[src/rtl/gray_2_bin_arbiter.sv]
// Round-robin front end that time-shares a single Gray-to-binary converter
// among NUM_REQ requesters and returns each result tagged with its owner.

// Combinational Gray-to-binary converter: each binary bit is the XOR of all
// Gray bits at or above its position.
module gray_2_bin #(
    parameter int WIDTH = 8
) (
    input  logic [WIDTH-1:0] gray_i,
    output logic [WIDTH-1:0] bin_o
);

    logic acc;

    // Running XOR from the MSB down produces the binary word bit by bit.
    always_comb begin
        acc   = 1'b0;
        bin_o = '0;
        for (int i = WIDTH - 1; i >= 0; i--) begin
            acc      = acc ^ gray_i[i];
            bin_o[i] = acc;
        end
    end

endmodule

// state | meaning
// IDLE  | waiting for a request; grants the round-robin winner combinationally
// CONV  | captured Gray word is on the converter input; result latched on exit
// RESP  | response valid, held stable until rsp_ready_i
module gray_2_bin_arbiter #(
    parameter int NUM_REQ = 4,
    parameter int WIDTH   = 8
) (
    input  logic                       clk_i,
    input  logic                       rst_i,
    input  logic [NUM_REQ-1:0]         req_valid_i,
    input  logic [NUM_REQ*WIDTH-1:0]   req_gray_i,
    output logic [NUM_REQ-1:0]         req_ready_o,
    output logic                       rsp_valid_o,
    output logic [WIDTH-1:0]           rsp_bin_o,
    output logic [$clog2(NUM_REQ)-1:0] rsp_id_o,
    input  logic                       rsp_ready_i,
    output logic                       busy_o
);

    localparam int ID_W = $clog2(NUM_REQ);

    typedef enum logic [1:0] {
        S_IDLE = 2'd0,
        S_CONV = 2'd1,
        S_RESP = 2'd2
    } state_t;

    state_t              state_q;
    logic [ID_W-1:0]     ptr_q;
    logic [ID_W-1:0]     ptr_d;
    logic [WIDTH-1:0]    gray_q;
    logic [ID_W-1:0]     id_q;
    logic [WIDTH-1:0]    rsp_bin_q;
    logic [ID_W-1:0]     rsp_id_q;
    logic                rsp_valid_q;

    logic                grant_any;
    logic [ID_W-1:0]     grant_id;
    logic [NUM_REQ-1:0]  grant_vec;
    logic [WIDTH-1:0]    grant_word;
    logic [ID_W:0]       cand;
    logic [WIDTH-1:0]    conv_bin;

    // Search for the first valid requester starting at the priority pointer,
    // wrapping modulo NUM_REQ (one extra bit keeps the sum from overflowing).
    always_comb begin
        grant_any = 1'b0;
        grant_id  = '0;
        cand      = '0;
        for (int i = 0; i < NUM_REQ; i++) begin
            cand = {1'b0, ptr_q} + (ID_W + 1)'(i);
            if (cand >= (ID_W + 1)'(NUM_REQ)) begin
                cand = cand - (ID_W + 1)'(NUM_REQ);
            end
            if (!grant_any && req_valid_i[cand[ID_W-1:0]]) begin
                grant_any = 1'b1;
                grant_id  = cand[ID_W-1:0];
            end
        end
    end

    // One-hot grant, selected Gray word and the pointer value after acceptance.
    always_comb begin
        grant_vec  = '0;
        grant_word = '0;
        if (grant_any) begin
            grant_vec[grant_id] = 1'b1;
        end
        for (int k = 0; k < NUM_REQ; k++) begin
            if (grant_vec[k]) begin
                grant_word = req_gray_i[k*WIDTH +: WIDTH];
            end
        end
        if (grant_id == ID_W'(NUM_REQ - 1)) begin
            ptr_d = '0;
        end else begin
            ptr_d = grant_id + 1'b1;
        end
    end

    gray_2_bin #(.WIDTH(WIDTH)) u_conv (
        .gray_i (gray_q),
        .bin_o  (conv_bin)
    );

    // Sequencing: capture on grant, latch the conversion, hold until drained.
    always_ff @(posedge clk_i) begin
        if (rst_i) begin
            state_q     <= S_IDLE;
            ptr_q       <= '0;
            gray_q      <= '0;
            id_q        <= '0;
            rsp_bin_q   <= '0;
            rsp_id_q    <= '0;
            rsp_valid_q <= 1'b0;
        end else begin
            case (state_q)
                S_IDLE: begin
                    if (grant_any) begin
                        gray_q  <= grant_word;
                        id_q    <= grant_id;
                        ptr_q   <= ptr_d;
                        state_q <= S_CONV;
                    end
                end
                S_CONV: begin
                    rsp_bin_q   <= conv_bin;
                    rsp_id_q    <= id_q;
                    rsp_valid_q <= 1'b1;
                    state_q     <= S_RESP;
                end
                S_RESP: begin
                    if (rsp_ready_i) begin
                        rsp_valid_q <= 1'b0;
                        state_q     <= S_IDLE;
                    end
                end
                default: begin
                    state_q <= S_IDLE;
                end
            endcase
        end
    end

    // Grants are only offered in IDLE and are suppressed while reset is held.
    assign req_ready_o = (state_q == S_IDLE && !rst_i) ? grant_vec : '0;
    assign rsp_valid_o = rsp_valid_q;
    assign rsp_bin_o   = rsp_bin_q;
    assign rsp_id_o    = rsp_id_q;
    assign busy_o      = (state_q != S_IDLE);

endmodule

[config.mk]
export PLATFORM = sky130hd
export DESIGN_NAME = gray_2_bin_arbiter
export DESIGN_NICKNAME = d
export VERILOG_FILES = /design/src/rtl/gray_2_bin_arbiter.sv
export SDC_FILE = /design/constraint.sdc
export NUM_CORES = 1
export LEC_CHECK = 0
export ABC_AREA = 1
export CORE_ASPECT_RATIO = 0.6
export CORE_MARGIN = 5
export CORE_UTILIZATION = 31
export CTS_CLUSTER_SIZE = 40
export DETAILED_ROUTE_END_ITERATION = 10
export SLEW_MARGIN = 20
export SYNTH_ARGS = -nofsm -noshare
export SYNTH_HDL_FRONTEND = slang
export SYNTH_SLANG_ARGS = --single-unit
[constraint.sdc]
create_clock -name clk_i -period 3.1 [get_ports clk_i]
set_input_delay 0.62 -clock clk_i [delete_from_list [all_inputs] [get_ports clk_i]]
set_output_delay 0.62 -clock clk_i [all_outputs]
set_load 0.1 [all_outputs]
# --- After elaboration in Yosys (flattened, before gate mapping) ---
# Index checks and enable logic that the tools add are counted.
word_totals:
  reg_bits: 25
  latchBits: 0
  mem_bits_rw: 0
  rom_bits: 0
  output_inout_bits: 16
  mem_count: 0
classes:
  n_addsub: 8
  n_mul: 0
  n_div: 0
  magnitude_cmp: 10
  n_eq_ne: 5
  shift: 0
  muxes: 34
  n_bitwise: 7
  reduce_logical: 15
op_table:
  columns: ["operator", "count"]
  rows:
  - ["8-bit two-way mux", 4]
  - ["2-bit two-way mux", 11]
  - ["2-bit by 3-bit less-than comparator with 1-bit output (second input constant)", 5]
  - ["1-bit two-way mux", 10]
  - ["3-bit >= comparator (second input constant)", 3]
  - ["1-bit binary-select mux with 2-bit select", 4]
  - ["4-bit two-way mux", 2]
  - ["2-bit by 1-bit subtractor with 2-bit output (second input constant)", 4]
  - ["1-bit XOR", 7]
  - ["2-bit by 2-bit adder with 3-bit output (second input constant)", 2]
  - ["2-bit one-hot mux with 3 select lines", 1]
  - ["2-bit AND reduction", 3]
  - ["1-bit logical AND", 5]
  - ["2-bit equality test (second input constant)", 2]
  - ["1-bit zero test", 4]
  - ["2-bit inequality test (second input constant)", 2]
  - ["2-bit nonzero test", 2]
  - ["2-bit by 1-bit adder with 3-bit output (second input constant)", 1]
  - ["2-bit by 3-bit >= comparator with 1-bit output (second input constant)", 1]
  - ["2-bit by 1-bit adder with 2-bit output (second input constant)", 1]
  - ["1-bit demux with 2-bit select", 1]
  - ["2-bit by 1-bit equality test with 1-bit output (second input constant)", 1]
  - ["2-bit by 1-bit >= comparator with 1-bit output (second input constant)", 1]
  - ["2-bit zero test", 1]
  - ["1-bit one-hot mux with 2 select lines", 1]

# --- Depth between registers and ports, before layout ---
depth:
  word_depth: 23
  mapped_depth: 22
  mapped_depth_nobuf: 19

# --- By module ---
# Synthesis repeated with hierarchy kept, for this count alone.
hier_totals:
  hier_cells: 314
  hier_area_um2: 1875.5
modules_own_cells:
  columns: ["mod", "instances", "cells_per_inst", "area_per_inst_um2", "seq_area_each_um2"]
  rows:
  - ["gray_2_bin_arbiter", 1, 274, 1640.3, 500.5]
  - ["gray_2_bin", 1, 40, 235.2, 0.0]

# --- Worst setup path before layout ---
# OpenSTA, ideal clock, no wires.
synth_path:
  path_type: "input -> output"
  from: "input req_valid_i[2]"
  to: "output req_ready_o[1]"
  arrival_ns: 3.482
  required_ns: 2.480
  path_slack_ns: -1.002
  path_stages: 15
  path_cell_list: "inv_1 -> o21ai_2 -> nand2_1 -> nand2_2 -> nor2_4 -> nand3_4 -> buf_6 -> buf_12 -> o211ai_4 -> nand2_2 -> ha_1 -> clkbuf_1 -> buf_1 -> nand2_1 -> nor2_1"
synth_via:
  elab_chain_len: 18
  elab_cells_between_ends: 29
synth_lines:
  columns: ["item", "line_no", "source"]
  rows:
  - ["start: declaration", "37", "input logic [NUM_REQ-1:0] req_valid_i,"]
  - ["1-bit binary-select mux with 2-bit select", "82", "if (!grant_any && req_valid_i[cand[ID_W-1:0]]) begin"]
  - ["1-bit two-way mux (not written as such)", "82", null]
  - ["1-bit two-way mux", "82", null]
  - ["1-bit zero test", "82", null]
  - ["1-bit logical AND", "82", null]
  - ["1-bit two-way mux", "82", null]
  - ["1-bit zero test", "82", null]
  - ["1-bit logical AND", "82", null]
  - ["(+3 left out)", null, null]
  - ["2-bit two-way mux *", "82", null]
  - ["via grant_id[0]", "65", "logic [ID_W-1:0] grant_id;"]
  - ["2-bit by 3-bit less-than comparator with 1-bit output (not written as such) / 2-bit by 1-bit >= comparator with 1-bit output (equally long branches)", "94", "grant_vec[grant_id] = 1'b1;"]
  - ["1-bit logical AND (not written as such)", "94", null]
  - ["1-bit two-way mux (not written as such)", "94", null]
  - ["1-bit demux with 2-bit select *", "94", null]
  - ["4-bit two-way mux *", "93", "if (grant_any) begin"]
  - ["4-bit two-way mux *", "153", "assign req_ready_o = (state_q == S_IDLE && !rst_i) ? grant_vec : '0;"]
  - ["end: declaration", "39", "output logic [NUM_REQ-1:0] req_ready_o,"]
# Mark *: on every way through the listed nets, which the timed path passes. The rest lies on a longest branch. The select of a mux whose other input is x is not followed.

# --- Worst setup path after layout ---
layout_path:
  from: "input req_valid_i[0]"
  to: "output req_ready_o[0]"
layout_via:
  elab_chain_len: 18
  elab_cells_between_ends: 29
layout_lines:
  columns: ["item", "line_no"]
  rows:
  - ["1-bit binary-select mux with 2-bit select", "82"]
  - ["1-bit two-way mux (not written as such)", "82"]
  - ["1-bit two-way mux", "82"]
  - ["1-bit zero test", "82"]
  - ["1-bit logical AND", "82"]
  - ["1-bit two-way mux", "82"]
  - ["1-bit zero test", "82"]
  - ["1-bit logical AND", "82"]
  - ["(+2 left out)", null]
  - ["1-bit logical AND", "82"]
  - ["2-bit two-way mux", "82"]
  - ["2-bit by 3-bit less-than comparator with 1-bit output (not written as such) / 2-bit by 1-bit >= comparator with 1-bit output (equally long branches)", "94"]
  - ["1-bit logical AND (not written as such)", "94"]
  - ["1-bit two-way mux (not written as such)", "94"]
  - ["1-bit demux with 2-bit select", "94"]
  - ["4-bit two-way mux *", "93"]
  - ["4-bit two-way mux *", "153"]
# Mark *: on every way between the ends. The rest lies on a longest branch, timed or not. The select of a mux whose other input is x is not followed.

==> run_results.csv <==
group,metric,value,unit
min_path,min_path_type,"reg2reg",
routing,drc_errors,0,
timing,max_slew.worst_pin.slew,0.450,ns
floorplanning,io_pins,55,
timing,finalCriticalPeriod,2.98,ns
clocking,clk_pin_slew,0.08,ns
finish,design_area,2770,um^2
finish,drive_gt1_frac,0.238,
finish,multi_input_area,1200,um^2
clocking,clockBufferDepth,2,
clocking,cts_tree,"done",
routing,ant_nets,0,
finish,final_nets,413,
timing,finalHoldViolations,0,
synthesis,netlist_area,1870,um^2
synthesis,yosys_register_bits,25,
synthesis,synth_top_area_frac,0.267,
floorplanning,die_area,7750,um^2
critical_path,crit_path_max_fanout,4,
critical_path,worstPathRequired,2.48,ns
critical_path,path_class,"in2out",
synthesis,synthTopCellsByArea,"dfxtp_1 (27%), nand2_1 (16%), nand3_1 (11%)",
placed_design,dpl.hpwl,3.93,mm
job,max_cap_violations,0,
timing,drv_slew,0,
finish,n_antenna_cell,0,
synthesis,synth.most_common_cell,"nand2_1",
synthesis,synth-edff-count,0,
global_routing,grt_max_degree,25,
timing,fin_worst_skew,0.00204,ns
clocking,cts_sinks,25,
critical_path,timing.rr.end,"gray_q[3]",
synthesis,synth_cells,302,
finish,final_util,0.483,
synthesis,postSynth.asyncResetShare,0,
min_path,hold_path_depth,2,
floorplanning,core_area,5730,um^2
critical_path,rr_startpoint,"ptr_q[0]",
global_routing,grt.total_usage,0.131,
synthesis,ys_warn_count,0,
floorplanning,start_util,0.327,
timing,fmax,335,MHz
finish,area_delta_synth_final,47.7,%
global_routing,grt_pass1_wl,8.34,mm
critical_path,worstSetupStartpoint,"req_valid_i[0]",
placed_design,place_inst,439,
timing,slew_headroom,0.698,
synthesis,synthFlopType,"dfxtp_1",
clocking,cts-root-buf,"clkbuf_8",
timing,finalSetupViolCount,0,
finish,regArea,502,um^2
timing,rsz0062_at_grt,"no",
critical_path,reg2reg_depth,18,
routing,post_drt_wl_per_cell,11.1,um
placed_design,portBuffers,54,
synthesis,syn_avg_cell_area,6.21,um^2
floorplanning,chipHeight,70.2,um
routing,first_pass_iters,4,
synthesis,ys_seq_area_frac,0.267,
timing,period_share,0.962,
routing,via_per_inst,4.47,
critical_path,worstPathArrival,2.36,ns
timing,hold_ws,0.496,ns
finish,fillers,618,
synthesis,synth_fp_nets,345,
floorplanning,rows,21,
clocking,clock_latency,0.26,ns
global_routing,grt_overflow,0,
min_path,min_to,"rsp_id_o[0]",
synthesis,yosysTopAreaCell,"dfxtp_1",
outcome,status,"finished, final reports clean",
critical_path,reg2reg_slack,0.68,ns
critical_path,slowest_stage,"dlygate4sd2_1",
critical_path,worst_path_most_repeated_cell,"nand2_2",
clocking,cts_made_buffers,3,
synthesis,synth_commonest_cells,"nand2_1 (81), inv_1 (45), nand3_1 (40)",
global_routing,antenna_found_initial,0,
placed_design,gp_congestion,0.782,
finish,final_cells,449,
routing,drt_wl_total,5.00,mm
routing,drtIter0Drc,64,
critical_path,cpPeakStageDelay,0.26,ns
routing,num_vias,2006,
global_routing,grt_pass1_vias,1884,
critical_path,critPathCaptureType,"output port",
min_path,hold_start,"rsp_id_o[0]",
placed_design,placedInstanceArea,2590,um^2
critical_path,start_kind,"input pin",
synthesis,ys_types,29,
floorplanning,die_w,110,um
critical_path,crit_chain,"dlygate4sd2_1, nand2_1, nand2_1, nand3_2, nand2_2, nor2_4, nand2_2, o211ai_1, nand2_2, buf_4, ha_4, nand2_2, nor2_4, buf_12",
clocking,htreeDepth,1,
## metal layers
metal,vias to the layer above,global-route usage,part of all wire
met2,41,0.209,0.45
met1,869,0.175,0.48
met3,8,0.0405,0.063
li1,1088,-,-
met4,0,0.0246,0.010
met5,-,0,0
## worst max-delay path by stage
stage,cells after the start,endpoint,slack [ns]
after floorplan,15,req_ready_o[1],-0.06
after CTS,14,req_ready_o[3],0.12
after detailed placement,16,req_ready_o[2],-0.18
after global routing,14,req_ready_o[2],0.01
after global placement,15,req_ready_o[2],-0.11
final,14,req_ready_o[0],0.12
## state kept, by name (all words and copies together), names as in the netlist
name and count:
id_q 2, ptr_q 2, rsp_valid_o 1, state_q 2
rsp_id_o 2, rsp_bin_o 8, gray_q 8
## area by class of cell
type / count / share of cell area
Tap cell: 80 / 0.0362
Clock buffer: 4 / 0.0163
Timing Repair Buffer: 77 / 0.259
Multi-Input combinational cell: 213 / 0.435
Inverter: 50 / 0.0714
Sequential cell: 25 / 0.181
## logic make-up after synthesis
group,synth area share
buffers and inverters,0.151
adder cells (fa/ha/maj),0.0267
AND/OR/NAND/NOR,0.418
AO/OA/AOI/OAI,0.138
flip-flops,0.267
## cell usage in the layout (no fill, tap or decap), drive strengths merged
cell / n
a211oi: 1
nand3: 49
o21ai: 20
dfxtp: 25
nand2: 92
clkinv: 1
nor2: 24
a21oi: 17
a31oi: 1
inv: 49
buf: 39
dlygate4sd2: 4
clkbuf: 4
clkdlybuf4s50: 34
ha: 4
o211ai: 5
## worst max-delay path: cells and delay by family
family | cells | cell delay, ns
buffers and inverters | 3 | 0.60
AND/OR/NAND/NOR | 9 | 0.79
adder cells (fa/ha/maj) | 1 | 0.15
AO/OA/AOI/OAI | 1 | 0.20
## stage by stage
stage / setup slack [ns] / TNS (ns)
6_report: 0.117 / 0
5_1_grt: 0.00956 / 0
4_1_cts: 0.120 / 0
3_5_place_dp: -0.182 / -0.603
3_3_place_gp: -0.112 / -0.346
2_1_floorplan: -0.0578 / -0.0995
## timing repair
| item | CTS | global route |
|---|---|---|
| pin swaps | 15 | 5 |
| buffers inserted | 6 | 0 |
| hold buffers | 0 | 0 |
| gates cloned | 0 | 0 |
| endpoints found under the setup margin | 4 | 4 |
| resized for setup | 23 | 3 |
Power is left out: the tool's default activity adds up to more than one toggle a clock period on the data nets, which glitch-free logic cannot reach.
